**config.mk**
```make
export PLATFORM = sky130hd
export DESIGN_NAME = sbox_fwd_seq
export DESIGN_NICKNAME = d
export VERILOG_FILES = /design/src/rtl/aes_pkg.sv /design/src/rtl/gf256_mul.sv /design/src/rtl/sbox_fwd_seq.sv
export SDC_FILE = /design/constraint.sdc
export NUM_CORES = 1
export LEC_CHECK = 0
export BUFFER_PORTS_ARGS = -buffer_cell sky130_fd_sc_hd__buf_2
export CORE_MARGIN = 10
export CORE_UTILIZATION = 55
export CTS_BUF_LIST = sky130_fd_sc_hd__clkbuf_16
export DETAILED_ROUTE_END_ITERATION = 8
export PLACE_DENSITY_LB_ADDON = 0.05
export SLEW_MARGIN = 20
export SYNTH_ARGS = -nofsm -noshare
export SYNTH_HDL_FRONTEND = slang
export SYNTH_HIERARCHICAL = 1
export SYNTH_SLANG_ARGS = --single-unit
export TNS_END_PERCENT = 1
```
**constraint.sdc**
```tcl
create_clock -name clk -period 4 [get_ports clk]
set_input_delay 0.4 -clock clk [delete_from_list [all_inputs] [get_ports clk]]
set_output_delay 0.4 -clock clk [all_outputs]
set_load 0.05 [all_outputs]
```
**src/rtl/aes_pkg.sv**
```systemverilog
// aes_pkg: shared AES byte-level definitions.
//   AES_POLY   - reduction term XORed in on carry-out of bit 7 (x^8 = x^4+x^3+x+1)
//   AFF_FWD_C  - additive constant of the forward affine transform
//   AFF_INV_C  - additive constant of the inverse affine transform
//   STEP_LAST  - last square/multiply iteration of the a^254 loop
//   sbox_state_t - control states of the sequential S-box
//   affine_fwd / affine_inv - the AES affine transforms over GF(2)
package aes_pkg;

    localparam logic [7:0] AES_POLY  = 8'h1b;
    localparam logic [7:0] AFF_FWD_C = 8'h63;
    localparam logic [7:0] AFF_INV_C = 8'h05;
    localparam logic [2:0] STEP_LAST = 3'd7;

    typedef enum logic [2:0] {
        IDLE = 3'd0,
        SQ   = 3'd1,
        MUL  = 3'd2,
        AFF  = 3'd3,
        DONE = 3'd4
    } sbox_state_t;

    // Forward affine: bit i = x[i]^x[i+4]^x[i+5]^x[i+6]^x[i+7]^c[i] (indices mod 8).
    function automatic logic [7:0] affine_fwd(input logic [7:0] x);
        logic [7:0] y;
        for (int i = 0; i < 8; i++) begin
            y[i] = x[i] ^ x[(i + 4) % 8] ^ x[(i + 5) % 8] ^ x[(i + 6) % 8]
                 ^ x[(i + 7) % 8] ^ AFF_FWD_C[i];
        end
        return y;
    endfunction

    // Inverse affine: rotl(x,1) ^ rotl(x,3) ^ rotl(x,6) ^ c, i.e.
    // bit i = x[i+7]^x[i+5]^x[i+2]^c[i] (indices mod 8).
    function automatic logic [7:0] affine_inv(input logic [7:0] x);
        logic [7:0] y;
        for (int i = 0; i < 8; i++) begin
            y[i] = x[(i + 7) % 8] ^ x[(i + 5) % 8] ^ x[(i + 2) % 8] ^ AFF_INV_C[i];
        end
        return y;
    endfunction

endpackage

```
**src/rtl/gf256_mul.sv**
```systemverilog
// gf256_mul: combinational GF(2^8) multiplier, AES polynomial 0x11b.
// Shift-and-add: partial product accumulates a*x^i for every set bit of b;
// a*x^i is formed by a left shift with reduction on carry-out of bit 7.
//   a  in  8  multiplicand
//   b  in  8  multiplier
//   p  out 8  a*b mod 0x11b
module gf256_mul
    import aes_pkg::*;
(
    input  logic [7:0] a,
    input  logic [7:0] b,
    output logic [7:0] p
);

    // xt[i] = a * x^i (reduced); pp[i] = sum of terms for bits below i
    logic [7:0] xt [0:7];
    logic [7:0] pp [0:8];

    assign xt[0] = a;
    assign pp[0] = 8'h00;

    genvar gi;
    generate
        for (gi = 0; gi < 8; gi++) begin : g_term
            assign pp[gi + 1] = pp[gi] ^ (b[gi] ? xt[gi] : 8'h00);
            if (gi < 7) begin : g_xtime
                assign xt[gi + 1] = {xt[gi][6:0], 1'b0} ^ (xt[gi][7] ? AES_POLY : 8'h00);
            end
        end
    endgenerate

    assign p = pp[8];

endmodule

```
**src/rtl/sbox_fwd_seq.sv**
```systemverilog
// sbox_fwd_seq: sequential AES SubBytes S-box.
// The inverse is computed as a^254 by square-and-multiply, then the forward
// affine transform is applied. Latency is fixed: 15 edges from acceptance to
// out_valid with PAR_MUL=0 (one shared multiplier, alternating SQ/MUL), 8 with
// PAR_MUL=1 (square and multiply in the same cycle). One byte in flight.
// Optional build macro SBOX_INV_MODE_EN adds inv_i for the inverse S-box.
//   clk        in  1  rising-edge clock
//   rst        in  1  synchronous active-high reset
//   in_valid   in  1  input byte valid
//   in_ready   out 1  block can accept a byte (IDLE only)
//   in_data    in  8  byte to substitute
//   out_valid  out 1  result valid (DONE)
//   out_ready  in  1  downstream accepts result
//   out_data   out 8  S(in_data), held while stalled
//   inv_i      in  1  (SBOX_INV_MODE_EN only) inverse S-box, sampled at acceptance
module sbox_fwd_seq
    import aes_pkg::*;
#(
    parameter int PAR_MUL = 0
) (
    input  logic       clk,
    input  logic       rst,
    input  logic       in_valid,
    output logic       in_ready,
    input  logic [7:0] in_data,
    output logic       out_valid,
    input  logic       out_ready,
`ifdef SBOX_INV_MODE_EN
    input  logic       inv_i,
`endif
    output logic [7:0] out_data
);

    sbox_state_t state_reg, state_next;
    logic [7:0]  sq_reg, sq_next;
    logic [7:0]  acc_reg, acc_next;
    logic [2:0]  step_reg, step_next;
    logic [7:0]  out_data_reg, out_data_next;

    // Byte loaded into sq on acceptance and value written in AFF.
    logic [7:0]  load_byte;
    logic [7:0]  aff_result;

`ifdef SBOX_INV_MODE_EN
    logic inv_reg, inv_next;

    // Inverse mode undoes the affine map first, so the exponentiation
    // yields the original byte directly and AFF becomes a pass-through.
    assign load_byte  = inv_i ? affine_inv(in_data) : in_data;
    assign aff_result = inv_reg ? acc_reg : affine_fwd(acc_reg);
`else
    assign load_byte  = in_data;
    assign aff_result = affine_fwd(acc_reg);
`endif

    // sq_sq  : sq*sq          (new square)
    // acc_mul: accumulator product for the current step
    logic [7:0] sq_sq;
    logic [7:0] acc_mul;

    generate
        if (PAR_MUL != 0) begin : g_par
            // acc * sq^2 chained behind the squarer in one cycle
            gf256_mul u_sq  (.a(sq_reg),  .b(sq_reg), .p(sq_sq));
            gf256_mul u_mul (.a(acc_reg), .b(sq_sq),  .p(acc_mul));
        end else begin : g_shared
            // One multiplier: sq*sq in SQ, acc*sq in MUL (sq already squared)
            logic [7:0] op_a;
            logic [7:0] prod;
            assign op_a = (state_reg == MUL) ? acc_reg : sq_reg;
            gf256_mul u_mul (.a(op_a), .b(sq_reg), .p(prod));
            assign sq_sq   = prod;
            assign acc_mul = prod;
        end
    endgenerate

    always_ff @(posedge clk) begin
        if (rst) begin
            state_reg    <= IDLE;
            sq_reg       <= 8'h00;
            acc_reg      <= 8'h00;
            step_reg     <= 3'd0;
            out_data_reg <= 8'h00;
`ifdef SBOX_INV_MODE_EN
            inv_reg      <= 1'b0;
`endif
        end else begin
            state_reg    <= state_next;
            sq_reg       <= sq_next;
            acc_reg      <= acc_next;
            step_reg     <= step_next;
            out_data_reg <= out_data_next;
`ifdef SBOX_INV_MODE_EN
            inv_reg      <= inv_next;
`endif
        end
    end

    always_comb begin
        state_next    = state_reg;
        sq_next       = sq_reg;
        acc_next      = acc_reg;
        step_next     = step_reg;
        out_data_next = out_data_reg;
`ifdef SBOX_INV_MODE_EN
        inv_next      = inv_reg;
`endif
        case (state_reg)
            IDLE: begin
                if (in_valid) begin
                    sq_next    = load_byte;
                    acc_next   = 8'h01;
                    step_next  = 3'd1;
                    state_next = SQ;
`ifdef SBOX_INV_MODE_EN
                    inv_next   = inv_i;
`endif
                end
            end
            SQ: begin
                sq_next = sq_sq;
                if (PAR_MUL != 0) begin
                    acc_next = acc_mul;
                    // step saturates at 7; the loop exits instead of wrapping
                    if (step_reg == STEP_LAST) begin
                        state_next = AFF;
                    end else begin
                        step_next = step_reg + 3'd1;
                    end
                end else begin
                    state_next = MUL;
                end
            end
            MUL: begin
                acc_next = acc_mul;
                if (step_reg == STEP_LAST) begin
                    state_next = AFF;
                end else begin
                    step_next  = step_reg + 3'd1;
                    state_next = SQ;
                end
            end
            AFF: begin
                out_data_next = aff_result;
                state_next    = DONE;
            end
            DONE: begin
                if (out_ready) begin
                    state_next = IDLE;
                end
            end
            default: begin
                state_next = IDLE;
            end
        endcase
    end

    assign in_ready  = (state_reg == IDLE);
    assign out_valid = (state_reg == DONE);
    assign out_data  = out_data_reg;

endmodule

```
## Yosys cells after proc, flatten, opt, wreduce, memory -nomap -nowiden

Index checks and enable logic that the tools add are counted.
W data, S select, Z words.

| storage, ports and cells | value |
|---|---|
| register bits | 30 |
| output and inout port bits | 10 |

| cells by class | value |
|---|---|
| multiplexer cells | 26 |
| reductions and logical operators | 7 |
| bitwise operators | 46 |
| add/subtract/negate cells | 1 |
| equal/unequal tests | 8 |

Operators with widths:

| cell | count |
|---|---|
| $xor A8 B8 Y8 | 14 |
| $mux W8 | 11 |
| $mux W5 | 7 |
| $pmux W8 S2 | 2 |
| $xor A1 B1 Y1 | 28 |
| $pmux W3 S5 | 1 |
| $mux W3 | 3 |
| $eq A3 B2 Y1 const B | 2 |
| $eq A3 B3 Y1 const B | 2 |
| $pmux W3 S2 | 1 |
| $reduce_and A2 Y1 | 3 |
| $ne A2 B2 Y1 const B | 2 |
| $not A1 Y1 | 4 |
| $reduce_bool A2 Y1 | 2 |
| $add A3 B1 Y3 const B | 1 |
| $eq A3 B1 Y1 const B | 1 |
| $logic_not A3 Y1 | 1 |
| $reduce_and A3 Y1 | 1 |
| $mux W2 | 1 |
| $ne A2 B1 Y1 const B | 1 |

## Depth between registers and ports, before layout

| depth | value |
|---|---|
| depth in word-level cells | 19 |
| gate-level depth with buffers | 13 |
| depth with buffers taken out | 10 |

## Cells and area by module

Netlist, hierarchy kept.

Modules (own cells, without submodules):

| module | area an instance (µm²) | cells an instance | sequential area each (µm²) | times used |
|---|---|---|---|---|
| sbox_fwd_seq | 1512.7 | 156 | 600.6 | 1 |
| gf256_mul | 1316.3 | 180 | 0.0 | 1 |

## Least setup slack after synthesis

No wires, ideal clock.

| path | value |
|---|---|
| path kind | reg-to-reg |
| from | reg state_reg[2] |
| to | reg sq_reg[6] |
| arrival | 2797 ps |
| cell stages (with the launch flop) | 13 |
| required time | 3914 ps |
| path buffers | 2 |
| library setup time | 86 ps |
| slack | 1117 ps |
| cells stage by stage | dfxtp_1 > buf_2 > nor3b_4 > buf_4 > mux2_2 > xor2_2 > xnor2_2 > nand2_1 > xnor2_1 > xnor2_1 > xnor2_1 > mux2i_1 > a211oi_1 |

| between the ends | value |
|---|---|
| elaborated cells between the ends (all ways) | 35 |
| classes of those cells | eq/ne (3); mux (15); bitwise (14); reduce/logical (3) |

RTL lines:

| element | line | RTL |
|---|---|---|
| from (decl) | sbox_fwd_seq.sv:34 | `sbox_state_t state_reg, state_next;` |
| from (signal assigned) | sbox_fwd_seq.sv:88 | `state_reg <= state_next;` |
| $eq A3 B2 Y1 (*) | sbox_fwd_seq.sv:70 | `assign op_a = (state_reg == MUL) ? acc_reg : sq_reg;` |
| $mux W8 (*) | sbox_fwd_seq.sv:70 |  |
| named net g_shared.op_a[6] | sbox_fwd_seq.sv:68 | `logic [7:0] op_a;` |
| $xor A8 B8 Y8 | gf256_mul.sv:27 | `assign xt[gi + 1] = {xt[gi][6:0], 1'b0} ^ (xt[gi][7] ? AES_POLY : 8'h00);` |
| $mux W5 | gf256_mul.sv:27 |  |
| $xor A8 B8 Y8 (3 in a row) | gf256_mul.sv:27 |  |
| $mux W8 or $xor A8 B8 Y8 (tied branches) | gf256_mul.sv:25, gf256_mul.sv:27 |  |
| $xor A8 B8 Y8 (tied with other cells) | gf256_mul.sv:25 | `assign pp[gi + 1] = pp[gi] ^ (b[gi] ? xt[gi] : 8'h00);` |
| $xor A8 B8 Y8, on equally long branches | gf256_mul.sv:25, gf256_mul.sv:27 |  |
| $xor A8 B8 Y8 or $mux W8 (tied branches) | gf256_mul.sv:25 |  |
| $xor A8 B8 Y8 (*) | gf256_mul.sv:25 |  |
| named net acc_mul[6] | sbox_fwd_seq.sv:59 | `logic [7:0] acc_mul;` |
| $pmux W8 S2 (*) | sbox_fwd_seq.sv:108 | `case (state_reg)` |
| to (signal assigned) | sbox_fwd_seq.sv:89 | `sq_reg <= sq_next;` |
| to (decl) | sbox_fwd_seq.sv:35 | `logic [7:0] sq_reg, sq_next;` |

Mark *: on every way through the listed nets, which the timed path passes. The rest lies on a longest branch.
A chain may end at the register's enable or synchronous reset.

## Final worst setup path

| path | value |
|---|---|
| from | reg state_reg[1] |
| to | reg sq_reg[5] |

| between the ends | value |
|---|---|
| elaborated cells between the ends (all ways) | 36 |
| classes of those cells | eq/ne (3); mux (16); bitwise (14); reduce/logical (3) |

RTL lines:

| element | line |
|---|---|
| $eq A3 B2 Y1 | sbox_fwd_seq.sv:70 |
| $mux W8 | sbox_fwd_seq.sv:70 |
| named net g_shared.op_a[1] | sbox_fwd_seq.sv:68 |
| $xor A8 B8 Y8 (4 in a row) | gf256_mul.sv:27 |
| $mux W8 | gf256_mul.sv:25 |
| $xor A8 B8 Y8 (4 in a row) | gf256_mul.sv:25 |
| named net acc_mul[5] | sbox_fwd_seq.sv:59 |
| $pmux W8 S2 | sbox_fwd_seq.sv:108 |

The timed path passes the listed nets, and every way through them passes these cells.

==> results_dict.tcl <==
set metrics [dict create \
    status "completed" \
    tns_ns 0 \
    antenna_found_initial 0 \
    gp_congestion 0.840 \
    syn_area_per_cell_um2 8.42 \
    critPathSlowestCell "dfxtp_1" \
    track_usage_pct 15.4 \
    viasPerCell 5.32 \
    tritoncts "yes" \
    post_cts_buffers 0 \
    drt-total-wl_mm 6.19 \
    clock-sinks 30 \
    yosysWarnings 6 \
    drtAntennaViolNets 0 \
    dr_wl_met3_um 299 \
    layout.area.seq_um2 601 \
    grt_pass1_vias 2189 \
    drc_errors 0 \
    fin_crit_ns 3.44 \
    layout_setup_ws_ns 0.560 \
    firstDrtPassIters 4 \
    final_cell_area_mm2 0.00304 \
    dr.max_layer_used "met4" \
    crit_path_end_kind "flip-flop" \
    startpoint_type "flip-flop" \
    power_density_mw_per_mm2 489 \
    critPathKind "flip-flop to flip-flop" \
    p_leak_nw 1.10 \
    cts_hold_buf 0 \
    vias 2197 \
    clock_latency_ns 0.27 \
    first_iter_violations 118 \
    start_util_pct 56.1 \
    synth_edf_count 0 \
    dp_hpwl_mm 4.51 \
    syn_area_mm2 0.00283 \
    fp.coreArea_mm2 0.00504 \
    syn_nets 350 \
    pre_cts_ws_ns 0.619 \
    synth-async-reset-ratio_pct 0 \
    root_buffer "clkbuf_16" \
    finalNetCount 357 \
    finalMaxSlewViolations 0 \
    finalCritPeriodShare_pct 86.0 \
    ctsResizeCount 0 \
    route.met2.wl_mm 3.06 \
    grt_setup_unrepaired "false" \
    place_area_mm2 0.00290 \
    die_y_um 91.7 \
    crit_chain "nor3b_4, buf_4, mux2_2, xor2_2, xnor2_2, nand2_1, xnor2_1, xnor2_1, xnor2_1, mux2i_1, a211oi_1" \
    rows 26 \
    portBuffers 21 \
    layout_common_cells "xnor2_1, nand2_1, dfxtp_1, nor2_1, buf_2" \
    grt_pass1_wl_mm 10.9 \
    io_pins 22 \
    wire_per_inst_um 15.0 \
    fin_util_pct 60.2 \
    cts_made_buffers 5 \
    crit_required_ns 4.19 \
    die-area_mm2 0.00841 \
    synthFlopType "dfxtp_1" \
    multiInputGateArea_mm2 0.00205 \
    report.power.total_w 0.00148 \
    slew-limit-headroom_pct 34.4 \
    max_freq_ghz 0.291 \
    h-tree-depth 2 \
    path_common_cell "xnor2_1" \
    worst_slew_pin_slew_ns 0.978 \
    diodes 0 \
    crit_arrival_ns 3.63 \
    finClkSkew_ns 0.00169 \
    setup_violations 0 \
    critPathMaxStageDelay_ns 0.53 \
    critical_path.max_fanout 12 \
    clk_pin_slew_ns 0.05 \
    ys_ff_latch 30 \
    peakVddDrop_mv 0.211 \
    final_common_cell "xnor2_1" \
    drive_gt1_share_pct 16.3 \
    synth_cells 336 \
    min_path_type "input pin to flip-flop" \
    clk_path_buf_depth 2 \
    hold_viol 0 \
    met1_length_mm 2.75 \
    gr-total-overflow 0 \
    synth_cell_types 43 \
    yosysSeqAreaShare_pct 21.2 \
    die_x_um 91.7 \
    area_growth_pct 7.34 \
    grt_max_degree 35 \
    cap_violations 0 \
    r2r_setup_slack_ns 0.56 \
    fill_cells 462 \
]
## report_power, final
group          switching, W  internal [W]  total [W]  leakage, nW
combinational      0.000426      0.000354   0.000780        0.778
clock              0.000120      0.000221   0.000342       0.0723
sequential        0.0000406      0.000322   0.000362        0.245
total              0.000587      0.000896    0.00148         1.10
## layout make-up
cell class	instances	area share, %
sequential	30	19.8
tap	70	2.88
timing repair buffer	27	4.94
clock inverter	2	0.247
inverter	5	0.618
multi-input combinational	274	67.4
clock buffer	5	4.12
## Yosys cell counts (3+ instances only)
library cell / n / share of area, %
a211oi_1: 13 / 3.4
xnor2_2: 4 / 2.3
buf_2: 6 / 1.1
nor3_1: 3 / 0.53
clkbuf_1: 10 / 1.3
nor3b_1: 4 / 1.1
nand2_1: 54 / 7.2
xor2_2: 3 / 1.7
inv_1: 4 / 0.53
nand3_1: 3 / 0.53
o21ai_0: 3 / 0.53
nand3b_1: 3 / 0.80
nor2b_1: 4 / 0.88
buf_4: 6 / 1.6
dfxtp_1: 30 / 21
a21oi_1: 7 / 1.2
mux2i_1: 19 / 6.7
nor2_1: 27 / 3.6
xor2_1: 18 / 5.6
xnor2_1: 67 / 21
a22oi_1: 9 / 2.4
clkbuf_8: 3 / 1.5
mux2_2: 9 / 3.6
## worst paths after layout
check / from / to / depth (start not counted)
setup reg to reg: state_reg[1]$_SDFFE_PP0P_ / sq_reg[5]$_SDFFE_PP0P_ / 11
setup / recovery: state_reg[1]$_SDFFE_PP0P_ / sq_reg[5]$_SDFFE_PP0P_ / 11
hold reg to reg: out_data[4]$_SDFFE_PP0P_ / out_data[4]$_SDFFE_PP0P_ / 2
hold / removal: out_ready / state_reg[2]$_SDFFE_PP0P_ / 3
## cells by family (layout without fill, tap and decap cells)
family | after synthesis | in the layout | synth area share, %
AO/OA/AOI/OAI | 41 | 41 | 10.1
XOR/XNOR | 95 | 95 | 32.9
adder cells (fa/ha/maj) | 2 | 2 | 0.884
buffers and inverters | 32 | 39 | 6.41
flip-flops | 30 | 30 | 21.2
multiplexers | 28 | 28 | 10.3
AND/OR/NAND/NOR | 108 | 108 | 18.1
## stage by stage
| step | hold slack, ns | std cells |
|---|---|---|
| 6_report | 0.388 | 413 |
| 5_1_grt | 0.405 | 413 |
| 4_1_cts | 0.384 | 413 |
| 3_5_place_dp | 0.441 | 406 |
| 3_3_place_gp | 0.440 | 406 |
| 2_1_floorplan | 0.444 | 336 |
## routing by layer
metal	vias up	track usage (%)
met5	-	0
met4	0	5.53
met2	45	26.7
met1	1017	18.8
li1	1129	-
met3	6	2.61
## worst max-delay path, delay by kind of cell (launching register included)
family | cells | cell delay (ns)
buffers and inverters | 1 | 0.26
and+or+nand+nor | 2 | 0.58
DFF | 1 | 0.53
xor gates and xnor gates | 5 | 1.20
AOI/OAI and AO/OA | 1 | 0.23
muxes | 2 | 0.55
Note: power is estimated with default switching activity, not from simulation.
